## src/rtl/msg_scheduler.sv

```systemverilog
// Round-robin scheduler that launches latched message requests onto a single messenger,
// waiting for done or timeout and enforcing an idle gap between messages.
module msg_scheduler #(
  parameter int N_REQ          = 4,
  parameter int GAP_CYCLES     = 16,
  parameter int TIMEOUT_CYCLES = 1000000,
  parameter int CNT_W          = 20
) (
  input  logic                 clk,
  input  logic                 reset,
  input  logic [N_REQ-1:0]     req,
  input  logic [4*N_REQ-1:0]   req_msg,
  output logic [3:0]           msg_index,
  output logic                 msg_start,
  input  logic                 msg_done,
  output logic [N_REQ-1:0]     pending,
  output logic [N_REQ-1:0]     served,
  output logic                 busy,
  output logic                 timeout_err,
  output logic                 overflow
);

  localparam int PTR_W = (N_REQ > 1) ? $clog2(N_REQ) : 1;
  localparam logic [CNT_W-1:0] TO_LAST  = CNT_W'(TIMEOUT_CYCLES - 1);
  localparam logic [CNT_W-1:0] GAP_LOAD = (GAP_CYCLES > 0) ? CNT_W'(GAP_CYCLES - 1) : '0;

  typedef enum logic [1:0] {IDLE, WAIT, GAP} state_t;

  state_t           state, state_next;
  logic [CNT_W-1:0] cnt, cnt_next;
  logic [PTR_W-1:0] ptr, ptr_next, grant_id, grant_id_next;
  logic [PTR_W-1:0] arb_idx, cand;
  logic             arb_found;
  logic [3:0]       msg_store [N_REQ];
  logic [3:0]       msg_index_next;
  logic             msg_start_next, timeout_next, overflow_next;
  logic [N_REQ-1:0] pending_next, served_next, grant_clr, store_en;

  // Search starts just after the last granted slot so every requester gets a turn.
  always_comb begin
    arb_found = 1'b0;
    arb_idx   = '0;
    cand      = '0;
    for (int k = 1; k <= N_REQ; k++) begin
      cand = PTR_W'((int'(ptr) + k) % N_REQ);
      if (!arb_found && pending[cand]) begin
        arb_found = 1'b1;
        arb_idx   = cand;
      end
    end
  end

  // NOTE: every signal gets a default before the case so no path leaves it unassigned (no latches).
  always_comb begin
    state_next     = state;
    cnt_next       = cnt;
    ptr_next       = ptr;
    grant_id_next  = grant_id;
    msg_index_next = msg_index;
    msg_start_next = 1'b0;
    served_next    = '0;
    timeout_next   = 1'b0;
    grant_clr      = '0;

    case (state)
      IDLE: begin
        if (arb_found) begin
          grant_clr[arb_idx] = 1'b1;
          msg_index_next     = msg_store[arb_idx];
          msg_start_next     = 1'b1;
          cnt_next           = '0;
          ptr_next           = arb_idx;
          grant_id_next      = arb_idx;
          state_next         = WAIT;
        end
      end
      WAIT: begin
        cnt_next = cnt + CNT_W'(1);
        if (msg_done || cnt == TO_LAST) begin
          served_next[grant_id] = 1'b1;
          timeout_next          = !msg_done;
          if (GAP_CYCLES == 0) begin
            cnt_next   = '0;
            state_next = IDLE;
          end else begin
            cnt_next   = GAP_LOAD;
            state_next = GAP;
          end
        end
      end
      GAP: begin
        if (cnt == '0) state_next = IDLE;
        else           cnt_next   = cnt - CNT_W'(1);
      end
      default: state_next = IDLE;
    endcase

    // A new request in the cycle its slot is granted re-arms the slot instead of overflowing.
    pending_next  = (pending & ~grant_clr) | req;
    overflow_next = |(req & pending & ~grant_clr);
    store_en      = req & (~pending | grant_clr);
  end

  // NOTE: sequential state uses non-blocking assignments so all registers update from pre-edge values.
  always_ff @(posedge clk) begin
    if (reset) begin
      state       <= IDLE;
      cnt         <= '0;
      ptr         <= PTR_W'(N_REQ - 1);
      grant_id    <= '0;
      msg_index   <= '0;
      msg_start   <= 1'b0;
      pending     <= '0;
      served      <= '0;
      timeout_err <= 1'b0;
      overflow    <= 1'b0;
    end else begin
      state       <= state_next;
      cnt         <= cnt_next;
      ptr         <= ptr_next;
      grant_id    <= grant_id_next;
      msg_index   <= msg_index_next;
      msg_start   <= msg_start_next;
      pending     <= pending_next;
      served      <= served_next;
      timeout_err <= timeout_next;
      overflow    <= overflow_next;
    end
  end

  // NOTE: the index store has no reset; a slot is only read after its pending bit was set by a write.
  always_ff @(posedge clk) begin
    for (int i = 0; i < N_REQ; i++) begin
      if (store_en[i]) msg_store[i] <= req_msg[4*i +: 4];
    end
  end

  assign busy = (state != IDLE);

endmodule

```

## config.mk

```make
export PLATFORM = sky130hd
export DESIGN_NAME = msg_scheduler
export DESIGN_NICKNAME = d
export VERILOG_FILES = /design/src/rtl/msg_scheduler.sv
export SDC_FILE = /design/constraint.sdc
export NUM_CORES = 1
export LEC_CHECK = 0
export CAP_MARGIN = 5
export CORE_UTILIZATION = 25
export DETAILED_ROUTE_END_ITERATION = 8
export MAX_ROUTING_LAYER = met4
export PLACE_DENSITY_LB_ADDON = 0.25
export SLEW_MARGIN = 20
export SYNTH_ARGS = -nofsm -noshare
export SYNTH_HDL_FRONTEND = slang
export SYNTH_SLANG_ARGS = --single-unit
export TNS_END_PERCENT = 100
```

## constraint.sdc

```tcl
create_clock -name clk -period 5.73 [get_ports clk]
set_input_delay 1.146 -clock clk [delete_from_list [all_inputs] [get_ports clk]]
set_output_delay 1.146 -clock clk [all_outputs]
set_load 0.005 [all_outputs]
```

==> reports/metrics.csv, run 1 <==
stage,metric,value,unit
run_status,status,finished clean,
global_route,Overflow after GRT,0,
clocking,clock root buffer,clkbuf_16,
synthesis,Syn Std Cell Area,3377,um2
cells_and_area,Inserted Diodes,0,
floorplanning,I/O pins,39,
synthesis,ys async rst share,0,%
route,DR vias,3064,
clocking,CTS tree,done,
route,DR vias/cell,5.184,
place,pre-CTS WS,1896,ps
synthesis,post-synthesis mux area share,2.075,%
worst_setup_path,Crit path arrival time,3770,ps
synthesis,library cells used by synthesis,72,
clocking,CTS H-Tree Depth,3,
synthesis,Mapped Cells,390,
global_route,vias in the first global route,2954,
global_route,largest net degree at the start of global routing,28,
power,power share of the combinational group,45.3,%
synthesis,Compound-Gate Fraction of Synth Area,26.71,%
floorplanning,die area,13980,um2
worst_setup_path,peak fanout along the critical path,21,
power,Leak,1.490,nW
place,placed insts,575,
floorplanning,die height,118.2,um
min_path,hold depth,2,
route,post-route ant nets,0,
power,P_sw,851.3,uW
cells_and_area,post-route cell area,4130,um2
cells_and_area,# fillers,1384,
clocking,clock sinks,57,
cells_and_area,Layout Utilization,31.31,%
floorplanning,Site Rows,42,
clocking,post-cts gate resize count,0,
route,Iteration-0 DRC Markers,184,
synthesis,largest family of logic cells by synthesized area,compound AO/OA/AOI/OAI gates,
timing,Worst Tran Pin Value,1028,ps
worst_setup_path,flop2flop setup slack,2780,ps
timing,final hold slack,499.5,ps
power,Sw Share,41.76,%
worst_setup_path,Crit Reg-Reg Endpoint,cnt[7],
synthesis,top_reg_cell synth,dfxtp_1,
global_route,GR Layer Usage met2,22.02,%
cells_and_area,FF/Latch Area,1301,um2
cells_and_area,Area growth syn-to-layout,22.30,%
route,drt drc,0,
synthesis,net count after synthesis,420,
timing,max_slew headroom,31.21,%
route,DRT Pass-1 Iters,5,
worst_setup_path,Critical Path End Type,flop,
worst_setup_path,CP startpoint kind,input pin,
floorplanning,die width,118.2,um
global_route,initial antenna violation count,0,
worst_setup_path,R2R Path Start,cnt[1],
clocking,Clock Latency Late Sink,330,ps
timing,"Hold Violations, Final",0,
cells_and_area,layout cells sized above 1,7.470,%
global_route,GRT Max-Usage Layer,met2,
cells_and_area,most frequent cells in the layout,"41 x dfxtp_1, 38 x clkdlybuf4s50_1, 32 x nand2_1",
synthesis,syn_area_per_cell,8.659,um2
timing,setup_tns,0,ps
synthesis,adder-cell share of the synthesized area,2.594,%
global_route,first-pass GRT wire length,15530,um
power,Max VDD drop,0.1788,mV
power,P per Cell Area,493.6,nW/um2
min_path,hold path start,grant_id[1],
synthesis,synthesis-stage register bit count,57,
clocking,Setup Buffers After CTS,0,
timing,Setup-failing EPs final,0,
global_route,GR Layer Usage met3,2.510,%
worst_setup_path,worst setup path class,input pin to flop,
place,Placer Congestion,0.8541,
power,Clk pwr share,26.3,%
worst_setup_path,worst path required time,6000,ps
min_path,worst min-delay path endpoint,grant_id[1],
timing,FMAX,286.0,MHz
timing,unrepaired setup endpoints after global routing,false,
timing,final worst-path cycle share,61.02,%
timing,Tmin final,3497,ps
place,hpwl dp,6594,um
synthesis,"EDFF count, synth",16,
cells_and_area,layout net count,440,
clocking,"CTS clk-pin slew, worst paths",60,ps
power,sequential power share,28.3,%
global_route,met1 Use GR,18.78,%
min_path,worst min-delay path category,flop to flop,
place,Placed Area,3834,um2
floorplanning,Initial Utilization,25.60,%
clocking,CTS Buf Count,9,
power,internal power,1.187,mW
cells_and_area,"commonest non-fill, non-tap cell in the layout",dfxtp_1,
timing,Worst Clk Skew,8.095,ps
route,drt wl/cell,15.98,um
timing,max-slew violations,0,
place,PortBufs,38,
synthesis,xor and xnor fraction of the mapped netlist area,1.815,%
cells_and_area,Finished Layout Cells,591,
worst_setup_path,worst reg-to-reg path cell count,8,
clocking,hold buffer count at CTS,0,
synthesis,post-synthesis simple-gate area fraction,21.90,%
synthesis,synthesis warning total,0,
route,final wirelength,9447,um
floorplanning,total core area,13190,um2
cells_and_area,area of the multi-input gates,1861,um2
global_route,Total GRT Usage,14.48,%
timing,setup slack after layout,2233,ps
clocking,CTS max path bufs,2,
synthesis,share of the yosys chip area belonging to registers,38.53,%
power,Final Power,2.039,mW
flow_run,max cap viols,0,
[worst max path at each step]
stage | slack [ps] | to | startpoint
2_1_floorplan | 3370 | cnt[17] | msg_done
5_1_grt | 2010 | cnt[10] | reset
3_3_place_gp | 1980 | cnt[10] | reset
3_5_place_dp | 1900 | cnt[10] | reset
6_report | 2230 | cnt[10] | reset
4_1_cts | 2240 | cnt[10] | reset
[worst max-delay path, cell delays in order]
cell,delay [ps]
clkdlybuf4s50_1,810
a2111oi_2,660
o21a_1,520
nand2_1,200
o32ai_1,310
a21o_1,110
[registers in the layout (all words and copies together) (netlist names)]
register and cells:
cnt 20, timeout_err 1, served 4, grant_id 2, state 2, msg_start 1, msg_store 16, overflow 1
msg_index 4, ptr 2, pending 4
[power by group through the flow]
stage                     Combinational, mW  Clock, mW  Sequential [mW]
after floorplan                       0.710          0            0.540
after global placement                0.901          0            0.581
after detailed placement              0.917          0            0.585
after CTS                             0.924      0.547            0.578
after global routing                   1.03      0.562            0.593
final                                 0.924      0.537            0.578
[layout make-up]
type | instances | area share (%)
repair buffers | 41 | 9.755
well taps | 176 | 5.332
multi-input cells | 288 | 45.05
clock buffers | 10 | 5.544
clock inverters | 6 | 1.636
flip-flops and latches | 57 | 31.51
inverters | 13 | 1.181
[cells in the mapped netlist, types with 5 or more instances]
cell        n  area, um2
inv_1      13      48.80
a22oi_1     7      52.55
o2bb2ai_1   5      43.79
nand2_1    32      120.1
nor3_1      8      40.04
nor2_1     30      112.6
mux2i_1     7      70.07
ha_1        7      87.58
a31oi_1     8      50.05
edfxtp_1   16      480.5
buf_2      12      60.06
nand4_1     7      43.79
dfxtp_1    41      820.8
o21ai_0    28      140.1
o31ai_1     7      52.55
a21oi_1    21      105.1
and3_1      5      31.28
nand2b_1    7      43.79
clkbuf_1   14      52.55
nand3_1    11      55.05
xor2_1      5      43.79
nor4_1      7      43.79
a21o_1      8      60.06
[kinds of logic (layout without fill, tap and decap cells)]
| kind of cell | Yosys count | after routing |
|---|---|---|
| AOI/OAI and AO/OA | 130 | 130 |
| DFF | 57 | 57 |
| adders and majority gates | 7 | 7 |
| and+or+nand+nor | 137 | 137 |
| muxes | 7 | 7 |
| xor gates and xnor gates | 7 | 7 |
| buffers and inverters | 45 | 70 |
[metal layers]
| layer | vias to the layer above | share of wire [%] |
|---|---|---|
| met5 | - | 0 |
| met4 | 0 | 0.78 |
| met3 | 4 | 4.8 |
| met2 | 71 | 48 |
| met1 | 1478 | 47 |
| li1 | 1511 | - |
Note: power is estimated with default switching activity, not from simulation.
==> run 2: changes to the inputs <==
==> constraint.sdc (replaced) <==
create_clock -name clk -period 3.1 [get_ports clk]
set_input_delay 0.62 -clock clk [delete_from_list [all_inputs] [get_ports clk]]
set_output_delay 0.62 -clock clk [all_outputs]
set_load 0.005 [all_outputs]
==> run 2 against run 1 <==
Effect of this change:
- clock skew about the same
- first-iteration DRC count up 23%
- worst setup slack worse by 1800 ps
- non-clock buffer count up 11
- register-to-register slack worse by 2300 ps
- flip-flop and latch count unchanged
- combinational power up 95%
- highest routed layer unchanged
==> reports/metrics.csv, run 2 (synthesized netlist as in run 1, its figures left out) <==
stage,metric,value,unit,change
global_route,vias in the first global route,2923,,was 2954
cells_and_area,Top reg by flops,cnt,,unchanged
global_route,Overflow after GRT,0,,unchanged
floorplanning,Initial Utilization,25.60,%,unchanged
route,wire length on met3,431,um,was 452 um
cells_and_area,"commonest non-fill, non-tap cell in the layout",dfxtp_1,,unchanged
min_path,worst min-delay path endpoint,grant_id[1],,unchanged
timing,Worst Tran Pin Value,719.3,ps,was 1028 ps
route,drt wl/cell,15.79,um,was 15.98 um
clocking,CTS H-Tree Depth,3,,unchanged
floorplanning,die height,118.2,um,unchanged
clocking,hold buffer count at CTS,0,,unchanged
power,Leak,1.556,nW,was 1.490 nW
timing,setup_tns,0,ps,unchanged
clocking,post-cts gate resize count,0,,unchanged
power,internal power,2.326,mW,was 1.187 mW
power,Sw Share,40.35,%,was 41.76%
power,Max VDD drop,0.3441,mV,was 0.1788 mV
worst_setup_path,worst path required time,3310,ps,was 6000 ps
clocking,CTS tree,done,,unchanged
power,sequential power share,27.3,%,was 28.3%
cells_and_area,post-route cell area,4223,um2,was 4130 um2
route,final wirelength,9503,um,was 9447 um
min_path,hold depth,2,,unchanged
worst_setup_path,Crit path arrival time,2850,ps,was 3770 ps
cells_and_area,Finished Layout Cells,602,,was 591
cells_and_area,Largest register FFs,20,,unchanged
clocking,clock sinks,57,,unchanged
power,P per Cell Area,923.3,nW/um2,was 493.6 nW/um2
timing,"Hold Violations, Final",0,,unchanged
floorplanning,total core area,13190,um2,unchanged
timing,Tmin final,2633,ps,
worst_setup_path,Critical Path End Type,flop,,unchanged
route,WL met2,4384,um,was 4491 um
global_route,largest net degree at the start of global routing,27,,was 28
run_status,status,finished clean,,unchanged
timing,final worst-path cycle share,84.93,%,
clocking,Setup Buffers After CTS,0,,unchanged
route,DRT Pass-1 Iters,5,,unchanged
floorplanning,I/O pins,39,,unchanged
place,Placed Area,3916,um2,was 3834 um2
timing,max_slew headroom,51.73,%,was 31.21%
floorplanning,Site Rows,42,,unchanged
route,post-route ant nets,0,,unchanged
place,placed insts,586,,was 575
cells_and_area,Area growth syn-to-layout,25.05,%,was 22.30%
worst_setup_path,R2R Path Start,cnt[1],,unchanged
worst_setup_path,worst reg-to-reg path cell count,8,,unchanged
timing,max-slew violations,0,,unchanged
cells_and_area,layout cells sized above 1,9.390,%,was 7.470%
floorplanning,die area,13980,um2,unchanged
worst_setup_path,flop2flop setup slack,470,ps,was 2780 ps
place,hpwl dp,6749,um,was 6594 um
route,DR vias,3105,,was 3064
power,power share of the combinational group,46.2,%,was 45.3%
cells_and_area,Inserted Diodes,0,,unchanged
route,wl on met1,4543,um,was 4430 um
worst_setup_path,Crit Reg-Reg Endpoint,cnt[16],,was cnt[7]
cells_and_area,layout net count,451,,was 440
route,max layer used,met4,,unchanged
power,P_sw,1.573,mW,was 851.3 uW
global_route,first-pass GRT wire length,15630,um,was 15530 um
worst_setup_path,Critical path origin,cnt[1],,was reset
clocking,"CTS clk-pin slew, worst paths",50,ps,was 60 ps
timing,unrepaired setup endpoints after global routing,false,,unchanged
flow_run,max cap viols,0,,unchanged
clocking,CTS Buf Count,9,,unchanged
clocking,clock root buffer,clkbuf_16,,unchanged
global_route,initial antenna violation count,0,,unchanged
place,PortBufs,38,,unchanged
route,DR vias/cell,5.158,,was 5.184
floorplanning,die width,118.2,um,unchanged
timing,FMAX,379.8,MHz,
route,drt drc,0,,unchanged
clocking,Clock Latency Late Sink,330,ps,about the same
clocking,CTS max path bufs,2,,unchanged
min_path,worst min-delay path category,flop to flop,,unchanged
power,Clk pwr share,26.5,%,was 26.3%
place,Placer Congestion,0.8749,,was 0.8541
global_route,Total GRT Usage,14.65,%,was 14.48%
timing,Worst Clk Skew,7.845,ps,was 8.095 ps
route,Iteration-0 DRC Markers,226,,was 184
timing,Setup-failing EPs final,0,,unchanged
cells_and_area,biggest regs,"cnt: 20 flops, msg_store: 16 flops",,unchanged
worst_setup_path,worst setup path class,flop to flop,,was input pin to flop
worst_setup_path,CP startpoint kind,flop,,was input pin
min_path,hold path start,grant_id[1],,unchanged
cells_and_area,most frequent cells in the layout,"41 x dfxtp_1, 38 x clkdlybuf4s50_1, 32 x nand2_1",,unchanged
cells_and_area,# fillers,1344,,was 1384
worst_setup_path,peak fanout along the critical path,19,,was 21
-- run 2: area by class of cell --
cell class | count | area [um2] | share of cell area, %
Tap cell | 176 | 220.2 | 5.215
Sequential cell | 57 | 1301 | 30.81
Clock buffer | 12 | 236.5 | 5.600
Inverter | 13 | 48.80 | 1.156
Clock inverter | 4 | 70.07 | 1.659
Timing Repair Buffer | 52 | 485.5 | 11.50
Multi-Input combinational cell | 288 | 1861 | 44.06
-- run 2: worst max-delay path by stage --
stage,cells past startpoint,endpoint
floorplan,7,msg_store[3][0]
global placement,6,cnt[10]
detailed placement,8,cnt[16]
CTS,8,cnt[16]
global route,8,cnt[16]
finish,8,cnt[16]
-- run 2: power groups by stage --
stage               Clock [mW]  Combinational [mW]  Sequential, mW
CTS                       1.06                1.78            1.06
floorplan                    0                1.31           0.998
finish                    1.03                1.80            1.07
detailed placement           0                1.77            1.08
global route              1.09                1.98            1.09
global placement             0                1.76            1.07
-- run 2: critical path, stage by stage (launching register included) --
cell and delay [ps]:
dfxtp_1 350, inv_1 140, ha_1 230, or3b_1 390
or3_4 410, o21ai_4 500, nor4_1 140, a311oi_1 280
o21ai_1 90
-- run 2: through the flow --
stage | total power, mW | setup WS [ps] | hold WS, ps | util (%)
after floorplan | 2.309 | 940.9 | 446.5 | -
after global placement | 2.831 | 513.0 | 483.4 | 29.69
after detailed placement | 2.846 | 467.2 | 483.1 | 29.69
after CTS | 3.901 | 439.2 | 491.6 | 32.01
after global routing | 4.165 | 256.2 | 527.0 | 32.01
final | 3.899 | 467.2 | 494.2 | 32.01
-- run 2: metal layers --
| layer | up-vias | track usage [%] |
|---|---|---|
| met4 | 0 | 6.010 |
| li1 | 1525 | - |
| met3 | 15 | 2.944 |
| met2 | 92 | 21.25 |
| met5 | - | - |
| met1 | 1473 | 19.76 |
